==> src/rtl/stream_source_pkg.sv <==
// Shared types and constants for the stream_source burst generator.
// The LFSR constants are only consumed when STREAM_SOURCE_LFSR_EN is defined.
package stream_source_pkg;

    // Burst controller states
    typedef enum logic [1:0] {
        ST_IDLE = 2'd0,
        ST_SEND = 2'd1,
        ST_GAP  = 2'd2,
        ST_DONE = 2'd3
    } state_t;

    // Width of the inter-beat gap field
    localparam int GAP_W = 4;

    // Fibonacci LFSR, x^16 + x^14 + x^13 + x^11 + 1, right-shifting form.
    // Polynomial exponent e maps to state bit (16 - e): taps at bits 0, 2, 3, 5.
    localparam int                LFSR_W    = 16;
    localparam logic [LFSR_W-1:0] LFSR_TAPS = 16'h002D;
    localparam logic [LFSR_W-1:0] LFSR_SEED = 16'hACE1;

    // One LFSR step: new MSB is the XOR of the tapped bits, the rest shift right
    function automatic logic [LFSR_W-1:0] lfsr_next(input logic [LFSR_W-1:0] s);
        return {^(s & LFSR_TAPS), s[LFSR_W-1:1]};
    endfunction

endpackage

==> src/rtl/stream_source_lfsr.sv <==
// 16-bit Fibonacci LFSR used as the payload generator of stream_source.
// Resets to all-zero so the payload reads 0 while in reset; the seed is
// loaded explicitly at the start of every burst.
module stream_source_lfsr
    import stream_source_pkg::*;
(
    input  logic              i_clk,
    input  logic              i_rst_n,
    input  logic              i_load,
    input  logic              i_step,
    output logic [LFSR_W-1:0] o_state
);

    logic [LFSR_W-1:0] r_state;

    // Seed on load, advance one step per accepted beat, otherwise hold
    always_ff @(posedge i_clk or negedge i_rst_n) begin
        if (!i_rst_n) begin
            r_state <= '0;
        end else if (i_load) begin
            r_state <= LFSR_SEED;
        end else if (i_step) begin
            r_state <= lfsr_next(r_state);
        end
    end

    assign o_state = r_state;

endmodule

==> src/rtl/stream_source.sv <==
// stream_source: emits bursts of beats_i valid/ready beats with gap_i idle
// cycles between beats, with abort support and a transfer counter.
// Build option: define STREAM_SOURCE_LFSR_EN to take the payload from a
// 16-bit LFSR (stream_source_lfsr); otherwise the payload is an up-counter.
module stream_source
    import stream_source_pkg::*;
#(
    parameter int width_p   = 8,
    parameter int beats_w_p = 16
) (
    input  logic                 clk_i,
    input  logic                 reset_ni,
    input  logic                 start_i,
    input  logic [beats_w_p-1:0] beats_i,
    input  logic [GAP_W-1:0]     gap_i,
    input  logic                 abort_i,
    output logic [width_p-1:0]   data_o,
    output logic                 valid_o,
    input  logic                 ready_i,
    output logic                 busy_o,
    output logic                 done_o,
    output logic [beats_w_p-1:0] sent_o
);

    localparam logic [beats_w_p-1:0] LP_BEATS_ONE = beats_w_p'(1);
    localparam logic [GAP_W-1:0]     LP_GAP_ONE   = GAP_W'(1);

    state_t               r_state;
    state_t               w_state_nxt;
    logic [beats_w_p-1:0] r_remaining;
    logic [beats_w_p-1:0] r_sent;
    logic [GAP_W-1:0]     r_gap_len;
    logic [GAP_W-1:0]     r_gap_cnt;
    logic                 r_abort_pend;

    logic                 w_start_acc;
    logic                 w_xfer;
    logic                 w_end_burst;

    // A start is only honoured in IDLE and only for a non-empty burst
    assign w_start_acc = (r_state == ST_IDLE) && start_i && (beats_i != '0);
    assign w_xfer      = (r_state == ST_SEND) && ready_i;
    // The beat being transferred closes the burst if it is the last one or
    // an abort is pending / arriving together with it
    assign w_end_burst = (r_remaining == LP_BEATS_ONE) || r_abort_pend || abort_i;

    // State register
    always_ff @(posedge clk_i or negedge reset_ni) begin
        if (!reset_ni) begin
            r_state <= ST_IDLE;
        end else begin
            r_state <= w_state_nxt;
        end
    end

    // Next-state logic
    always_comb begin
        w_state_nxt = r_state;
        case (r_state)
            ST_IDLE: begin
                if (w_start_acc) begin
                    w_state_nxt = ST_SEND;
                end
            end
            ST_SEND: begin
                if (w_xfer) begin
                    if (w_end_burst) begin
                        w_state_nxt = ST_DONE;
                    end else if (r_gap_len == '0) begin
                        w_state_nxt = ST_SEND;
                    end else begin
                        w_state_nxt = ST_GAP;
                    end
                end
            end
            ST_GAP: begin
                if (abort_i) begin
                    w_state_nxt = ST_DONE;
                end else if (r_gap_cnt == LP_GAP_ONE) begin
                    w_state_nxt = ST_SEND;
                end
            end
            ST_DONE: begin
                w_state_nxt = ST_IDLE;
            end
            default: begin
                w_state_nxt = ST_IDLE;
            end
        endcase
    end

    // Burst bookkeeping: latched config, remaining/sent counters, gap timer
    always_ff @(posedge clk_i or negedge reset_ni) begin
        if (!reset_ni) begin
            r_remaining <= '0;
            r_sent      <= '0;
            r_gap_len   <= '0;
            r_gap_cnt   <= '0;
        end else if (w_start_acc) begin
            r_remaining <= beats_i;
            r_gap_len   <= gap_i;
            r_sent      <= '0;
        end else if (w_xfer) begin
            r_remaining <= r_remaining - LP_BEATS_ONE;
            r_sent      <= r_sent + LP_BEATS_ONE;
            r_gap_cnt   <= r_gap_len;
        end else if (r_state == ST_GAP) begin
            r_gap_cnt   <= r_gap_cnt - LP_GAP_ONE;
        end
    end

    // Abort seen while a beat is stalled is remembered until the beat goes;
    // it is dropped when the block returns to IDLE
    always_ff @(posedge clk_i or negedge reset_ni) begin
        if (!reset_ni) begin
            r_abort_pend <= 1'b0;
        end else if (r_state == ST_DONE) begin
            r_abort_pend <= 1'b0;
        end else if ((r_state == ST_SEND) && abort_i && !w_xfer) begin
            r_abort_pend <= 1'b1;
        end
    end

`ifdef STREAM_SOURCE_LFSR_EN
    logic [LFSR_W-1:0] w_lfsr;
    logic              w_unused_lfsr_hi;

    stream_source_lfsr u_lfsr (
        .i_clk   (clk_i),
        .i_rst_n (reset_ni),
        .i_load  (w_start_acc),
        .i_step  (w_xfer),
        .o_state (w_lfsr)
    );

    assign data_o           = w_lfsr[width_p-1:0];
    assign w_unused_lfsr_hi = ^w_lfsr;
`else
    logic [width_p-1:0] r_data;

    // Payload up-counter: restarts at 0 on each burst, steps per transfer
    always_ff @(posedge clk_i or negedge reset_ni) begin
        if (!reset_ni) begin
            r_data <= '0;
        end else if (w_start_acc) begin
            r_data <= '0;
        end else if (w_xfer) begin
            r_data <= r_data + width_p'(1);
        end
    end

    assign data_o = r_data;
`endif

    assign valid_o = (r_state == ST_SEND);
    assign busy_o  = (r_state != ST_IDLE);
    assign done_o  = (r_state == ST_DONE);
    assign sent_o  = r_sent;

endmodule

==> config.mk <==
export PLATFORM = sky130hd
export DESIGN_NAME = stream_source
export DESIGN_NICKNAME = d
export VERILOG_FILES = /design/src/rtl/stream_source_pkg.sv /design/src/rtl/stream_source_lfsr.sv /design/src/rtl/stream_source.sv
export SDC_FILE = /design/constraint.sdc
export NUM_CORES = 1
export LEC_CHECK = 0
export CELL_PAD_IN_SITES_DETAIL_PLACEMENT = 0
export CELL_PAD_IN_SITES_GLOBAL_PLACEMENT = 1
export CORE_MARGIN = 10
export CORE_UTILIZATION = 43
export DETAILED_ROUTE_END_ITERATION = 7
export PLACE_DENSITY = 0.82
export SLEW_MARGIN = 20
export SYNTH_ARGS = -nofsm -noshare
export SYNTH_HDL_FRONTEND = slang
export SYNTH_HIERARCHICAL = 1
export SYNTH_SLANG_ARGS = --single-unit
==> constraint.sdc <==
create_clock -name clk_i -period 2.8 [get_ports clk_i]
set_clock_uncertainty 0.15 [all_clocks]
set_input_delay 0.28 -clock clk_i [delete_from_list [all_inputs] [get_ports clk_i]]
set_output_delay 0.28 -clock clk_i [all_outputs]
set_load 0.05 [all_outputs]
==> Word-level counts from Yosys, hierarchy flattened <==
Cells that the tools add are included.
{ "word_totals": {"ram_bits": 0, "reg_bits": 51, "inputBits": 25, "mem_count": 0, "elab_cells": 54, "out_inout_bits": 27, "rom_bits": 0, "latch_bits": 0} }
{ "classes": {"n_reduce_logical": 17, "add_sub_neg": 4, "n_eq_ne": 8, "div_mod_pow": 0, "multipliers": 0, "n_mux": 17, "shift": 0, "n_lt_le_gt_ge": 0, "bitwise_logic": 1} }
{ "ops": {"columns": ["operator", "count"], "rows": [
  ["16-bit two-way mux", 4],
  ["16-bit by 1-bit adder with 16-bit output, second input constant", 1],
  ["16-bit by 1-bit equality test with 1-bit output, second input constant", 1],
  ["8-bit two-way mux", 2],
  ["16-bit nonzero test", 1],
  ["16-bit by 1-bit subtractor with 16-bit output, second input constant", 1],
  ["2-bit two-way mux", 6],
  ["8-bit by 1-bit adder with 8-bit output, second input constant", 1],
  ["4-bit two-way mux", 2],
  ["2-bit case mux with 4 select lines", 1],
  ["2-bit nonzero test", 4],
  ["1-bit logical AND", 5],
  ["2-bit equality test, second input constant", 2],
  ["4-bit by 1-bit equality test with 1-bit output, second input constant", 1],
  ["4-bit zero test", 1],
  ["4-bit by 1-bit subtractor with 4-bit output, second input constant", 1],
  ["3-bit != test, second input constant", 1],
  ["3-bit AND reduction", 1],
  ["2-bit by 1-bit equality test with 1-bit output, second input constant", 1],
  ["2-bit zero test", 1],
  ["1-bit logical OR", 2],
  ["1-bit two-way mux", 2],
  ["2-bit by 1-bit != test with 1-bit output, second input constant", 1],
  ["2-bit != test, second input constant", 1],
  ["3 further kinds", 3]
]} }

==> Depth between registers and ports, before layout <==
{ "depth": {"depth_word": 6, "ltp_mapped": 7, "ltp_nobuf": 6} }

==> Worst setup path before layout <==
OpenSTA, ideal clock, no wires.
{ "synth_timing": {"path_kind": "register to register", "start": "register r_sent[3], in the netlist sent_o[3]", "end": "register r_sent[14], in the netlist sent_o[14]", "slack_ps": 658, "path_buffers": 0, "setup_time_ps": 78, "path_stages_with_launch": 5, "synth_period_minus_slack_ps": 2142, "required_ps": 2572, "arrival_ps": 1914, "path_cell_list": "dfrtp_1 -> nand4_1 -> or4_1 -> a2111oi_0 -> o21bai_1"} }
{ "synth_between": {"elab_chain_len": 3} }
{ "synth_rtl": {"columns": ["element", "line", "source"], "rows": [
  ["from (decl)", "stream_source.sv:31", "logic [beats_w_p-1:0] r_sent;"],
  ["from (signal assigned)", "stream_source.sv:105", "r_sent <= r_sent + LP_BEATS_ONE;"],
  ["16-bit by 1-bit adder with 16-bit output", "stream_source.sv:105", null],
  ["16-bit two-way mux", "stream_source.sv:103", "end else if (w_xfer) begin"],
  ["16-bit two-way mux", "stream_source.sv:99", "end else if (w_start_acc) begin"]
]} }
No other way between the ends. The select of a mux whose other input is x is not followed.
A chain may end at the register's enable or synchronous reset.

==> Final worst setup path <==
{ "layout_timing": {"start": "register r_state[1]", "end": "output done_o"} }
{ "layout_between": {"elab_chain_len": 1} }
{ "layout_rtl": {"columns": ["element", "line", "source"], "rows": [
  ["from (decl)", "stream_source.sv:28", "state_t r_state;"],
  ["from (signal assigned)", "stream_source.sv:52", "r_state <= w_state_nxt;"],
  ["2-bit equality test", "stream_source.sv:157", "assign done_o = (r_state == ST_DONE);"],
  ["to (decl)", "stream_source.sv:21", "output logic done_o,"]
]} }
No other way between the ends.

==> impl_metrics.ini <==
[outcome]
status = complete, no violations

[logic_synthesis]
postSynthAreaPerCell_um2 = 9.27
yosysWarnings = 6
synth-main-ff-cell = dfrtp_1
yosysTopAreaCell = dfrtp_1
syn_nets = 342
syn_inst = 311
synth_edf_count = 0
synthArstFlopShare_pct = 100
synth_seq_area_share_pct = 44.3
synth_top_area_share_pct = 44.3
yosysUniqueCellTypes = 52
syn_area_mm2 = 0.00288
ys_seq_elements = 51
yosys-top-cells-area = dfrtp_1, xnor2_1, nor2_1, nand3_1, nand2_1

[sta]
finalSetupTns_ns = 0
worstMarginPinSlew_ns = 0.921
slew_violations = 0
setup_slack_ns = 0.241
period_minus_slack_ns = 2.56
rsz0062_at_grt = no
relSlewSlack_pct = 38.5
max_freq_mhz = 391
hold_viol = 0
post-route-period-util_pct = 91.4
setup_viol = 0

[final_layout]
layout_commonest_cell = dfrtp_1
nNetsFinal = 396
drive_gt1_share_pct = 9.32
nFillCells = 587
syn_to_final_growth_pct = 24.8
final_util_pct = 56.0
mostFrequentLayoutCells = dfrtp_1, clkdlybuf4s50_1, nor2_1, nand2_1, nand3_1
antenna_cells = 0

[place]
dp_hpwl_um = 5820
io_buffers = 51
pre_cts_ws_ns = 0.188
gp_congestion = 0.852

[grt]
grt_start_max_net_pins = 31
grt_overflow_total = 0
grt_pass1_wl_um = 12700
antenna_found_initial = 0
grt_pass1_vias = 2470
grt_util_all_layers_pct = 15.1

[die]
start_util_pct = 44.9
rows = 29
die_area_mm2 = 0.0104
die_w_um = 102
pin_count = 52
die_h_um = 102
core_area_mm2 = 0.00642

[clocking]
clkTransAtPathRegs_ns = 0.09
clock_latency_ns = 0.29
cts_tree = done
h-tree-depth = 2
clockBufferDepth = 2
cts_made_buffers = 5
clock-sinks = 51
cts_root_buf = clkbuf_8

[power]
cellPowerDensity_mw_per_mm2 = 886
peakVddDrop_mv = 0.664
power.leakage_nw = 1.46

[flow_run]
maxCapViolCount = 0

[setup_path]
path_class = reg2out
crit_required_ns = 2.37
worstPathArrival_ns = 2.13
worstPathMaxFanout = 13
rr_worst_depth = 5
worst_setup_path_end_kind = primary output
worstSetupStartpointType = flip-flop

[routing]
avgViaCountPerCell = 5.86
ant_nets = 0
drt_wl_total_um = 7790
wl_per_cell_um = 17.6
drc = 0
vias = 2591
drtIter0Drc = 190
firstDrtPassIters = 5

[worst_hold_path]
hold_path_class = in2async
report_power, final:
| group | switching, W | internal [W] | total (W) |
|---|---|---|---|
| registers | 0.000312 | 0.000971 | 0.00128 |
| logic | 0.000856 | 0.000626 | 0.00148 |
| clock network | 0.000228 | 0.000194 | 0.000422 |
routing by layer:
layer	GRT usage [%]	up-vias	share of wire, %
li1	-	1259	-
met3	3.58	2	6.3
met5	0	-	0
met2	24.0	76	47
met1	20.6	1254	46
met4	3.25	0	0.40
what timing repair did:
action                                 in CTS  in global routing
buffers inserted                            0                  0
endpoints found under the hold margin      21                  0
gates resized for setup                     0                  0
hold buffers                                1                  0
worst max-delay path, stage by stage (launching register included):
cell and delay [ns]:
dfrtp_1 0.57, inv_1 0.10, buf_4 0.20, nor2_1 0.14
clkdlybuf4s50_1 0.83
worst paths after layout:
path,endpoint,from,slack [ns]
min in group clk_i,r_gap_len[1]$_DFFE_PN0P_,r_gap_len[1]$_DFFE_PN0P_,0.39
max,done_o,r_state[1]$_DFFE_PN0P_,0.24
min reg2reg,r_gap_len[1]$_DFFE_PN0P_,r_gap_len[1]$_DFFE_PN0P_,0.39
min,r_remaining[8]$_DFFE_PN0P_,reset_ni,0.32
max in group asynchronous,data_o[3]$_DFFE_PN0P_,reset_ni,1.39
max reg2reg,data_o[1]$_DFFE_PN0P_,r_state[1]$_DFFE_PN0P_,0.43
state kept, by name (all words and copies together) (netlist names):
name and cells:
r_gap_cnt 4, r_abort_pend 1, r_remaining 16, data_o 8, r_gap_len 4, r_state 2, sent_o 16
area by class of cell:
cell class / instances / area [µm²] / area share (%)
Clock inverter: 1 / 5.00 / 0.139
Clock buffer: 6 / 82.6 / 2.30
Inverter: 11 / 41.3 / 1.15
Timing Repair Buffer: 64 / 606 / 16.8
Multi-Input combinational cell: 232 / 1490 / 41.4
Sequential cell: 51 / 1280 / 35.5
Tap cell: 77 / 96.3 / 2.68
logic make-up after synthesis:
kind of cell             share of synthesized area, %
buffers and inverters                            4.08
flip-flops                                       44.3
AND/OR/NAND/NOR                                  25.1
XOR/XNOR                                         5.78
AO/OA/AOI/OAI                                    15.4
adder cells (fa/ha/maj)                          2.61
multiplexers                                     2.69
metrics by stage:
step / power [W] / cells / area [µm²] / hold slack (ns)
floorplan: 0.00227 / 311 / 2880 / -0.166
global placement: 0.00274 / 434 / 3500 / 0.115
detailed placement: 0.00276 / 434 / 3500 / 0.121
CTS: 0.00320 / 442 / 3600 / 0.323
global route: 0.00342 / 442 / 3600 / 0.358
finish: 0.00319 / 442 / 3600 / 0.316
synthesized netlist by cell type, types with 2 or more instances:
library cell  count
a211o_1           2
o31ai_1           4
a2111oi_0         3
nor4_1            8
buf_2             4
a221o_1           4
and2_1            2
mux2_2            6
ha_1              6
and3_1            4
o221ai_1          2
o211ai_1          7
o22ai_1           3
nand2b_1          2
clkbuf_1         11
a21oi_1          14
and4_1            2
nand3b_1          2
nand2_1          23
nand3_1          18
or2_2             3
dfrtp_1          51
or4_1             5
or3_4             2
nor4b_1           2
or3_1             6
a32oi_1           2
nor2_1           32
o21ai_0          12
nor3_1           10
inv_1            11
nand4_1           9
xor2_1            5
o41ai_1           2
and3b_1           2
xnor2_1          14
Note: power is estimated with default switching activity, not from simulation.
